[config.mk]
export PLATFORM = sky130hd
export DESIGN_NAME = collision_detector
export DESIGN_NICKNAME = d
export VERILOG_FILES = /design/src/rtl/collision_pkg.sv /design/src/rtl/rect_overlap.sv /design/src/rtl/collision_detector.sv
export SDC_FILE = /design/constraint.sdc
export NUM_CORES = 1
export LEC_CHECK = 0
export ABC_AREA = 1
export CAP_MARGIN = 20
export CORE_UTILIZATION = 50
export CTS_CLUSTER_DIAMETER = 120
export CTS_CLUSTER_SIZE = 25
export DETAILED_ROUTE_END_ITERATION = 10
export HOLD_SLACK_MARGIN = 0.03
export PLACE_DENSITY = 0.8
export SYNTH_ARGS = -nofsm -noshare
export SYNTH_HDL_FRONTEND = slang
export SYNTH_SLANG_ARGS = --single-unit
[constraint.sdc]
create_clock -name clk -period 5.44 [get_ports clk]
set_input_delay 1.088 -clock clk [delete_from_list [all_inputs] [get_ports clk]]
set_output_delay 1.088 -clock clk [all_outputs]
set_load 0.05 [all_outputs]
[src/rtl/collision_pkg.sv]
// collision_pkg: shared types and defaults for the collision detector.
//   state_e          - detector FSM encoding (ARMED/HIT/COOLDOWN/OVER)
//   SCREEN_W_DEFAULT - default visible screen width in pixels
package collision_pkg;

  typedef enum logic [1:0] {
    ST_ARMED    = 2'd0,
    ST_HIT      = 2'd1,
    ST_COOLDOWN = 2'd2,
    ST_OVER     = 2'd3
  } state_e;

  localparam int unsigned SCREEN_W_DEFAULT = 640;

endpackage

[src/rtl/rect_overlap.sv]
// rect_overlap: purely combinational test of whether two axis-aligned
// rectangles (top-left x/y plus width/height, 10-bit each) overlap.
// Far edges are computed in 11 bits so they never wrap. Rectangles that
// only share an edge do not overlap.
//   a_x, a_y, a_w, a_h : first rectangle
//   b_x, b_y, b_w, b_h : second rectangle
//   overlap            : 1 when the interiors intersect
module rect_overlap (
  input  logic [9:0] a_x,
  input  logic [9:0] a_y,
  input  logic [9:0] a_w,
  input  logic [9:0] a_h,
  input  logic [9:0] b_x,
  input  logic [9:0] b_y,
  input  logic [9:0] b_w,
  input  logic [9:0] b_h,
  output logic       overlap
);

  logic [10:0] a_right;
  logic [10:0] a_bottom;
  logic [10:0] b_right;
  logic [10:0] b_bottom;

  always_comb begin
    a_right  = {1'b0, a_x} + {1'b0, a_w};
    a_bottom = {1'b0, a_y} + {1'b0, a_h};
    b_right  = {1'b0, b_x} + {1'b0, b_w};
    b_bottom = {1'b0, b_y} + {1'b0, b_h};
    overlap  = ({1'b0, b_x} < a_right)  &&
               ({1'b0, a_x} < b_right)  &&
               ({1'b0, b_y} < a_bottom) &&
               ({1'b0, a_y} < b_bottom);
  end

endmodule

[src/rtl/collision_detector.sv]
// collision_detector: samples player and obstacle rectangles on each
// game_en tick, confirms overlaps over CONFIRM_TICKS consecutive ticks,
// raises a one-tick collision request, then runs an invulnerability
// cooldown. Tracks lives, a saturating hit counter and game-over.
//   clk, rst          : system clock, async active-high reset
//   game_en           : one-cycle slow game tick
//   restart           : one-cycle new-game request (any state, any cycle)
//   player_*/obstacle_*: rectangles, top-left plus size
//   collision         : hit request, high for exactly one game_en cycle
//   invuln            : high during cooldown
//   lives, hit_count  : remaining lives, total hits (saturating)
//   game_over         : high once the last life has been consumed
module collision_detector
  import collision_pkg::*;
#(
  parameter int unsigned CONFIRM_TICKS  = 2,
  parameter int unsigned COOLDOWN_TICKS = 30,
  parameter int unsigned START_LIVES    = 3,
  parameter int unsigned SCREEN_W       = SCREEN_W_DEFAULT
) (
  input  logic       clk,
  input  logic       rst,
  input  logic       game_en,
  input  logic       restart,
  input  logic [9:0] player_x_pos,
  input  logic [9:0] player_y_pos,
  input  logic [9:0] player_width,
  input  logic [9:0] player_height,
  input  logic [9:0] obstacle_x_pos,
  input  logic [9:0] obstacle_y_pos,
  input  logic [9:0] obstacle_width,
  input  logic [9:0] obstacle_height,
  output logic       collision,
  output logic       invuln,
  output logic [2:0] lives,
  output logic [7:0] hit_count,
  output logic       game_over
);

  // confirm_q counts overlapping ticks already seen; the tick that finds
  // it at CONFIRM_LAST is the confirming one.
  localparam logic [2:0]  CONFIRM_LAST = 3'(CONFIRM_TICKS - 1);
  localparam logic [7:0]  COOL_LOAD    = 8'(COOLDOWN_TICKS);
  localparam logic [2:0]  LIVES_LOAD   = 3'(START_LIVES);
  localparam logic [10:0] SCREEN_LIM   = 11'(SCREEN_W);

  state_e     state_q,     state_d;
  logic [2:0] confirm_q,   confirm_d;
  logic [7:0] cool_q,      cool_d;
  logic [2:0] lives_q,     lives_d;
  logic [7:0] hit_q,       hit_d;
  logic       collision_q, collision_d;
  logic       invuln_q,    invuln_d;
  logic       game_over_q, game_over_d;

  logic rect_hit;
  logic overlap;

  rect_overlap u_rect_overlap (
    .a_x     (player_x_pos),
    .a_y     (player_y_pos),
    .a_w     (player_width),
    .a_h     (player_height),
    .b_x     (obstacle_x_pos),
    .b_y     (obstacle_y_pos),
    .b_w     (obstacle_width),
    .b_h     (obstacle_height),
    .overlap (rect_hit)
  );

  // Off-screen obstacles never collide.
  assign overlap = rect_hit && ({1'b0, obstacle_x_pos} < SCREEN_LIM);

  always_comb begin
    state_d   = state_q;
    confirm_d = confirm_q;
    cool_d    = cool_q;
    lives_d   = lives_q;
    hit_d     = hit_q;

    if (restart) begin
      state_d   = ST_ARMED;
      confirm_d = '0;
      cool_d    = '0;
      lives_d   = LIVES_LOAD;
      hit_d     = '0;
    end else if (game_en) begin
      unique case (state_q)
        ST_ARMED: begin
          if (!overlap) begin
            confirm_d = '0;
          end else if (confirm_q == CONFIRM_LAST) begin
            state_d   = ST_HIT;
            confirm_d = '0;
            lives_d   = (lives_q != '0) ? lives_q - 3'd1 : lives_q;
            hit_d     = (hit_q == '1) ? hit_q : hit_q + 8'd1;
          end else begin
            confirm_d = confirm_q + 3'd1;
          end
        end
        ST_HIT: begin
          // This tick is the one the obstacle controller consumes.
          if (lives_q == '0) begin
            state_d = ST_OVER;
          end else begin
            state_d = ST_COOLDOWN;
            cool_d  = COOL_LOAD;
          end
        end
        ST_COOLDOWN: begin
          confirm_d = '0;
          cool_d    = cool_q - 8'd1;
          if (cool_q <= 8'd1) begin
            state_d = ST_ARMED;
            cool_d  = '0;
          end
        end
        ST_OVER: begin
          state_d = ST_OVER;
        end
        default: begin
          state_d = ST_ARMED;
        end
      endcase
    end

    // Outputs are registered copies of the next-state decode.
    collision_d = (state_d == ST_HIT);
    invuln_d    = (state_d == ST_COOLDOWN);
    game_over_d = (state_d == ST_OVER);
  end

  always_ff @(posedge clk or posedge rst) begin
    if (rst) begin
      state_q     <= ST_ARMED;
      confirm_q   <= '0;
      cool_q      <= '0;
      lives_q     <= LIVES_LOAD;
      hit_q       <= '0;
      collision_q <= 1'b0;
      invuln_q    <= 1'b0;
      game_over_q <= 1'b0;
    end else begin
      state_q     <= state_d;
      confirm_q   <= confirm_d;
      cool_q      <= cool_d;
      lives_q     <= lives_d;
      hit_q       <= hit_d;
      collision_q <= collision_d;
      invuln_q    <= invuln_d;
      game_over_q <= game_over_d;
    end
  end

  assign collision = collision_q;
  assign invuln    = invuln_q;
  assign lives     = lives_q;
  assign hit_count = hit_q;
  assign game_over = game_over_q;

endmodule

Yosys cells after proc, flatten, opt, wreduce, memory -nomap -nowiden
Index checks and enable logic that the tools add are counted.
W data, S select, Z words.
Cells by class
  $add $sub $neg: 8
  $lt $le $gt $ge: 6
  equal/unequal tests: 10
  mux-type cells: 29
  reduce and logical (&&, ||, !) cells: 18
Operators by type and width (number)
  $mux W8: 10
  $add A10 B10 Y11: 4
  $lt A10 B11 Y1: 4
  $mux W3: 10
  $pmux W8 S2: 1
  $lt A10 B10 Y1 const B: 1
  $mux W2: 5
  $reduce_and A5 Y1: 2
  $reduce_bool A2 Y1: 5
  $reduce_bool A3 Y1: 3
  $add A8 B1 Y8 const B: 1
  $eq A2 B2 Y1 const B: 4
  $eq A8 B8 Y1 const B: 1
  $le A8 B1 Y1 const B: 1
  $pmux W2 S4: 1
  $sub A8 B1 Y8 const B: 1
  $pmux W3 S2: 1
  $eq A2 B1 Y1 const B: 2
  $logic_and A1 B1 Y1: 4
  $add A3 B1 Y3 const B: 1
  $eq A3 B1 Y1 const B: 1
  $logic_not A3 Y1: 1
  $ne A3 B3 Y1 const B: 1
  $reduce_and A3 Y1: 1
  5 further kinds: 5
Storage, ports and cells
  register bits after elaboration: 27
  output and inout port bits: 14
  word-level logic and storage cells: 79

Depth between registers and ports, before layout
Gate-level depths: netlist (run 1).
  depth after elaboration: 11
  mapped depth: 27
  depth with buffers taken out: 27

Modules after synthesis
Synthesis (run 1) repeated with hierarchy kept, for this count alone.
Second synthesis, totals
  cells, all modules: 658
  area, all modules: 4419.2 µm²
By module, submodules not included
  rect_overlap: times used 1, cells an instance 410, area an instance 2662.6 µm²
  collision_detector: times used 1, cells an instance 248, area an instance 1756.7 µm²

Worst setup path after synthesis (run 1)
Ideal clock, no wire load.
  path type: input to register
  start: in player_y_pos[0]
  end: reg hit_q[2], in the netlist hit_count[2]
  data arrival time: 3.539 ns
  path slack: 1.782 ns
  stages: 21
  path buffers: 0
  cells stage by stage: ha_1 fa_1 inv_1 nor2_1 nor2_1 xor2_1 ha_1 nand2_1 inv_1 a21oi_1 nand2_1 nand2_1 nand2_1 nand2_1 nand2_1 a21oi_4 nand3_4 nor2_4 nand2_4 nand3_1 nand2_1
On the way
  word-level cells in the longest chain between the ends: 7
  elaborated cells between the ends (all ways): 8
  those cells by class: 1 x add/sub; 2 x order compare; 5 x reduce/logical
RTL lines
  start, declared: RTL line collision_detector.sv:26  | input logic [9:0] player_y_pos,
  $add A10 B10 Y11: RTL line rect_overlap.sv:27  | a_bottom = {1'b0, a_y} + {1'b0, a_h};
  $lt A10 B11 Y1: RTL line rect_overlap.sv:32  | ({1'b0, b_y} < a_bottom) &&
  $logic_and A1 B1 Y1: RTL line rect_overlap.sv:31  | ({1'b0, a_x} < b_right) &&
  $logic_and A1 B1 Y1 (*): RTL line rect_overlap.sv:32
  $logic_and A1 B1 Y1 (*): RTL line collision_detector.sv:72  | assign overlap = rect_hit && ({1'b0, obstacle_x_pos} < SCREEN_LIM);
  $reduce_bool A2 Y1 (no line) (*)
  $reduce_and A5 Y1 (no line) (*)
  end signal, assigned: RTL line collision_detector.sv:148  | hit_q <= hit_d;
  end, declared: RTL line collision_detector.sv:51  | logic [7:0] hit_q, hit_d;
Every way passes the cells marked *; elsewhere a longest branch is shown, timed or not.
A chain may end at the register's enable or synchronous reset.

Final worst setup path (run 1)
  start: in player_y_pos[0]
  end: reg hit_q[7], in the netlist hit_count[7]
The elaborated chain is that of the path after synthesis.

==> metrics.csv, run 1 <==
metric;value;unit
post-layout instance area;5350;um^2
leakage power;2.83;nW
Setup CP Type;in -> reg;
Final setup viols;0;
hold_sp;cool_q[7];
CP Launch Point;player_y_pos[0];
final core utilization;65.5;%
total net switching power;391;uW
dpl hpwl;8.37;mm
clock skew;0.00390;ns
Die ar.;8740;um^2
Seq cells post-synth;27;
gr ovfl total;0;
Pwr Total;906;uW
critical path data arrival time;4.30;ns
num rows;33;
Async SR Flop Fraction;100;%
Combinational Power Share;61.2;%
GRT busiest layer;met2;
R2R depth;10;
placed cell count;800;
Port Buffer Count;97;
routed length per instance;12.3;um
pins over their slew limit;0;
Post-synth EDFFs;0;
reg2reg start;lives[0];
Cell Count, Final, Fillers Out;805;
clock sink count;27;
clock tree from TritonCTS;done;
Post-DRT Antenna Nets;0;
Worst-path clk slew;0.09;ns
initial antenna violation count;0;
# DRC;0;
RSZ-0062 raised after global routing;no;
Main synth FF type;dfrtp_1;
measured slew at the worst slew-check pin;0.747;ns
startpoint types;input port;
share of layout cells above drive strength 1;5.00;%
final hold violations;0;
Num CTS Buffers;3;
core footprint;8180;um^2
setup bufs post-CTS;0;
overall routed net length;9.87;mm
Worst Setup End Kind;flip-flop;
f_max;0.242;GHz
setup_tns;0;ns
Mapped Area;4190;um^2
Via density;5.10;
# IOs;98;
vias in the first global route;4059;
grt met3 use;3.17;%
TritonRoute pass-1 iters;4;
Max VDD drop;0.0000939;V
synthesized area per cell;6.98;um^2
Sw Share;43.2;%
Post-Synthesis Net Count;769;
reg2reg setup slack;3.33;ns
Die Span Y;93.5;um
via count;4109;
minimum clock period after layout;4.13;ns
placed cell areas;5280;um^2
ant diodes;0;
Synth warnings;0;
Rel. slew slack;49.8;%
Clk network pwr share;13.0;%
Layout area overhead;27.9;%
max-cap viol count;0;
WP data required;5.61;ns
hold crit path type;reg -> reg;
most common cell after layout, fill and taps aside;nand2_1;
Pint;514;uW
met2 Use GR;44.9;%
root buffer cell;clkbuf_8;
GRT met1 Usage;27.9;%
Power Density;169;nW/um^2
Cells after Synth;600;
status;finished clean;
Yosys cell types;43;
H-tree Lvls;1;
Iter 0 DRT Violations;143;
cts hold-fix bufs;0;
clk_lat worst skew;0.28;ns
most frequent cells in the layout;nand2_1 (144), inv_1 (98), clkdlybuf4s50_1 (97);
die width;93.5;um
final period utilization;75.9;%
NumNets Final;870;
Critical Path Sink;hit_count[7];
starting density of the core;51.2;%
RD Place Congestion;0.850;
deepest clock path buffer count;2;
R2R Path End;cool_q[7];
pin count of the biggest net entering global routing;28;
CP max FO;9;
Flop pwr share;25.8;%
Post-CTS Resized;0;
first-pass GRT wire length;16.8;mm
post-synthesis sequential area ratio;16.2;%
Overall Global Routing Usage;23.4;%
-- cells by family after synthesis --
family                   synth area share, %
buffers and inverters                   9.23
flip-flops                              16.2
AND/OR/NAND/NOR                         28.7
adder cells (fa/ha/maj)                 26.1
AO/OA/AOI/OAI                           11.8
XOR/XNOR                                7.95
-- synthesized netlist by cell type (3+ instances only) --
| cell | instances | area (um^2) |
|---|---|---|
| a21oi_1 | 39 | 195 |
| a31oi_1 | 6 | 37.5 |
| dfrtp_1 | 25 | 626 |
| fa_1 | 4 | 80.1 |
| ha_1 | 81 | 1010 |
| inv_1 | 98 | 368 |
| nand2_1 | 144 | 541 |
| nand2_2 | 5 | 31.3 |
| nand3_1 | 42 | 210 |
| nand3_2 | 3 | 30.0 |
| nor2_1 | 52 | 195 |
| nor3_1 | 4 | 20.0 |
| nor3b_1 | 3 | 22.5 |
| o211ai_2 | 4 | 50.1 |
| o21ai_0 | 15 | 75.1 |
| o21ai_1 | 6 | 30.0 |
| xnor2_1 | 9 | 78.8 |
| xor2_1 | 29 | 254 |
-- metal layers --
layer / part of all wire (%) / wire length [um]
met5: 0 / 0
met4: 1.2 / 116
met3: 4.4 / 433
met2: 50 / 4960
met1: 44 / 4350
-- final cells by class --
type / count / area (um^2)
clock buffers: 4 / 45.0
fillers: 690 / 2820
inverters: 101 / 379
multi-input cells: 470 / 3120
flip-flops and latches: 27 / 678
well taps: 105 / 131
repair buffers: 98 / 998
-- worst min-delay path by stage --
stage	slack, ns	cells after the start	endpoint
2_1_floorplan	0.44	1	cool_q[7]
3_3_place_gp	0.45	1	cool_q[7]
3_5_place_dp	0.46	1	cool_q[7]
4_1_cts	0.48	1	cool_q[7]
5_1_grt	0.51	1	cool_q[7]
6_report	0.48	1	cool_q[7]
-- worst max-delay path: stages --
cell,delay (ns)
clkdlybuf4s50_1,0.43
ha_1,0.24
fa_1,0.43
inv_1,0.14
nor2_1,0.06
nor2_1,0.18
xor2_1,0.18
ha_1,0.27
nand2_1,0.10
inv_1,0.04
a21oi_1,0.13
nand2_1,0.07
nand2_1,0.05
nand2_1,0.04
nand2_1,0.05
nand2_1,0.09
a21oi_4,0.15
nand3_4,0.12
nor2_4,0.14
nand2_4,0.11
nand3_1,0.10
nand2_1,0.08
-- metrics by stage --
step	hold WS (ns)	setup slack [ns]
6_report	0.479	1.31
5_1_grt	0.506	0.968
4_1_cts	0.475	1.30
3_5_place_dp	0.462	1.01
3_3_place_gp	0.454	1.14
2_1_floorplan	0.439	1.78
-- power groups by stage --
stage | clock network (mW) | logic (mW) | registers [mW]
4_1_cts | 0.119 | 0.555 | 0.233
3_5_place_dp | 0 | 0.552 | 0.237
5_1_grt | 0.128 | 0.638 | 0.237
6_report | 0.117 | 0.555 | 0.234
2_1_floorplan | 0 | 0.385 | 0.244
3_3_place_gp | 0 | 0.529 | 0.236
-- flip-flops by register name, indices dropped and copies added, names as in the netlist --
name / flops
cool_q: 8
invuln: 1
game_over: 1
hit_count: 8
confirm_q: 3
state_q: 2
collision: 1
lives: 3
No activity file was read; power rests on OpenSTA's default activity.
==> inputs of run 2 (changes only) <==
Settings changed: CORE_UTILIZATION 50 to 47, PLACE_DENSITY 0.8 to 0.79.
Clock period 5.44 ns to 3.64 ns, I/O delays scaled along.
==> metrics.csv, run 2 (same netlist as run 1, synthesis figures left out) <==
metric;value;unit;change
leakage power;3.49;nW;+23%
root buffer cell;clkbuf_8;;
clk_lat worst skew;0.28;ns;about the same
status;finished clean;;
hold_sp;cool_q[7];;
final period utilization;96.6;%;
dpl hpwl;8.66;mm;+3.4%
# DRC;0;;unchanged
overall routed net length;11.3;mm;+14%
routed length per instance;12.9;um;+5.3%
CP most frequent cell;nand2_1;;
Worst Setup End Kind;flip-flop;;
clock skew;0.00508;ns;+0.00117 ns
hold crit path type;reg -> reg;;
Post-DRT Antenna Nets;0;;unchanged
CP Launch Point;obstacle_y_pos[5];;
core footprint;8680;um^2;+6.2%
Critical Path Sink;hit_count[2];;
R2R Path End;cool_q[7];;
Via density;5.08;;-0.50%
Critical Path Stages;25;;+14%
Die Span Y;96.4;um;+3.1%
R2R depth;10;;unchanged
gr ovfl total;0;;unchanged
deepest clock path buffer count;2;;unchanged
slowest cell on the critical path;clkdlybuf4s50_1;;
Top delay family on crit path;simple AND/OR/NAND/NOR gates;;
Iter 0 DRT Violations;115;;-20%
Final setup viols;0;;unchanged
Rel. slew slack;50.1;%;+0.36 points
ant diodes;0;;unchanged
H-tree Lvls;1;;unchanged
RD Place Congestion;0.865;;+1.8%
measured slew at the worst slew-check pin;0.742;ns;-0.00532 ns
num rows;34;;+3.0%
pin count of the biggest net entering global routing;28;;unchanged
NumNets Final;937;;+7.7%
Overall Global Routing Usage;22.3;%;-1.1 points
CP bufs+invs;4;;+1
via count;4444;;+8.2%
worst hold margin;0.485;ns;+0.00512 ns
startpoint types;input port;;
Setup CP Type;in -> reg;;
clock tree from TritonCTS;done;;
most frequent cells in the layout;nand2_1 (137), inv_1 (96), buf_4 (65);;
Num CTS Buffers;3;;unchanged
starting density of the core;48.2;%;-3.0 points
critical path data arrival time;3.69;ns;-0.61 ns
clock sink count;27;;unchanged
CP max FO;5;;-4
final hold violations;0;;unchanged
reg2reg start;lives[0];;
most common cell after layout, fill and taps aside;nand2_1;;
Worst-path clk slew;0.09;ns;about the same
TritonRoute pass-1 iters;5;;+1
Die ar.;9290;um^2;+6.2%
vias in the first global route;4172;;+2.8%
first-pass GRT wire length;16.8;mm;-0.29%
minimum clock period after layout;3.52;ns;
# IOs;98;;unchanged
Port Buffer Count;97;;unchanged
f_max;0.284;GHz;
die width;96.4;um;+3.1%
initial antenna violation count;0;;unchanged
Power Density;245;nW/um^2;+45%
reg2reg setup slack;1.52;ns;-1.81 ns
pins over their slew limit;0;;unchanged
Max VDD drop;0.000161;V;+72%
CP peak stage delay;0.46;ns;+0.03 ns
max-cap viol count;0;;unchanged
Pwr Total;1.55;mW;+71%
Layout fillers;669;;-3.0%
Layout area overhead;50.9;%;
share of layout cells above drive strength 1;21.3;%;+16 points
WP data required;3.82;ns;-1.79 ns
run 2: changes by cell type in the layout (fill, tap and decap cells not counted), moves of 18 or more:
cell and delta:
dlymetal6s2s_1 +36, clkdlybuf4s50_1 -36, ha_1 -18, buf_4 +65
run 2: layer usage:
| layer | part of all wire (%) | GRT usage (%) | wire, um |
|---|---|---|---|
| met2 | 52 | 43.0 | 5870 |
| met4 | 1.4 | 4.29 | 157 |
| met5 | 0 | 0 | 0 |
| met3 | 3.6 | 2.82 | 407 |
| met1 | 43 | 26.3 | 4850 |
run 2: what timing repair did:
item	in CTS	in global routing
gates cloned	0	1
pin swaps	3	55
endpoints found under the setup margin	12	18
hold buffers	0	0
buffers inserted	0	9
gates resized for setup	3	103
run 2: layout make-up:
| class | count | area, um^2 | area share (%) |
|---|---|---|---|
| clock buffer | 4 | 45.0 | 0.713 |
| inverter | 101 | 379 | 6.00 |
| multi-input combinational | 471 | 3490 | 55.3 |
| sequential | 27 | 678 | 10.7 |
| tap | 108 | 135 | 2.14 |
| timing repair buffer | 164 | 1590 | 25.1 |
run 2: power breakdown:
group	leakage, nW	total (mW)	internal [mW]	switching [mW]
combinational	3.11	1.02	0.476	0.544
clock	0.0228	0.177	0.0788	0.0978
sequential	0.359	0.349	0.327	0.0218
total	3.49	1.55	0.882	0.664
run 2: worst min path at each step:
stage                 to  depth (start not counted)  slack [ns]
6_report       cool_q[7]                          1        0.48
5_1_grt        cool_q[7]                          1        0.54
4_1_cts        cool_q[7]                          1        0.49
3_5_place_dp   cool_q[7]                          1        0.47
3_3_place_gp   cool_q[7]                          1        0.46
2_1_floorplan  cool_q[7]                          1        0.44
run 2: stage by stage:
step	util, %	area, um^2	setup slack (ns)	instances	TNS (ns)
6_report	72.8	6320	0.123	875	0
5_1_grt	72.8	6320	-0.0580	875	-0.416
4_1_cts	66.5	5770	0.00211	864	0
3_5_place_dp	65.8	5710	-0.332	860	-5.08
3_3_place_gp	65.8	5710	-0.230	860	-3.34
2_1_floorplan	-	4190	0.342	600	0
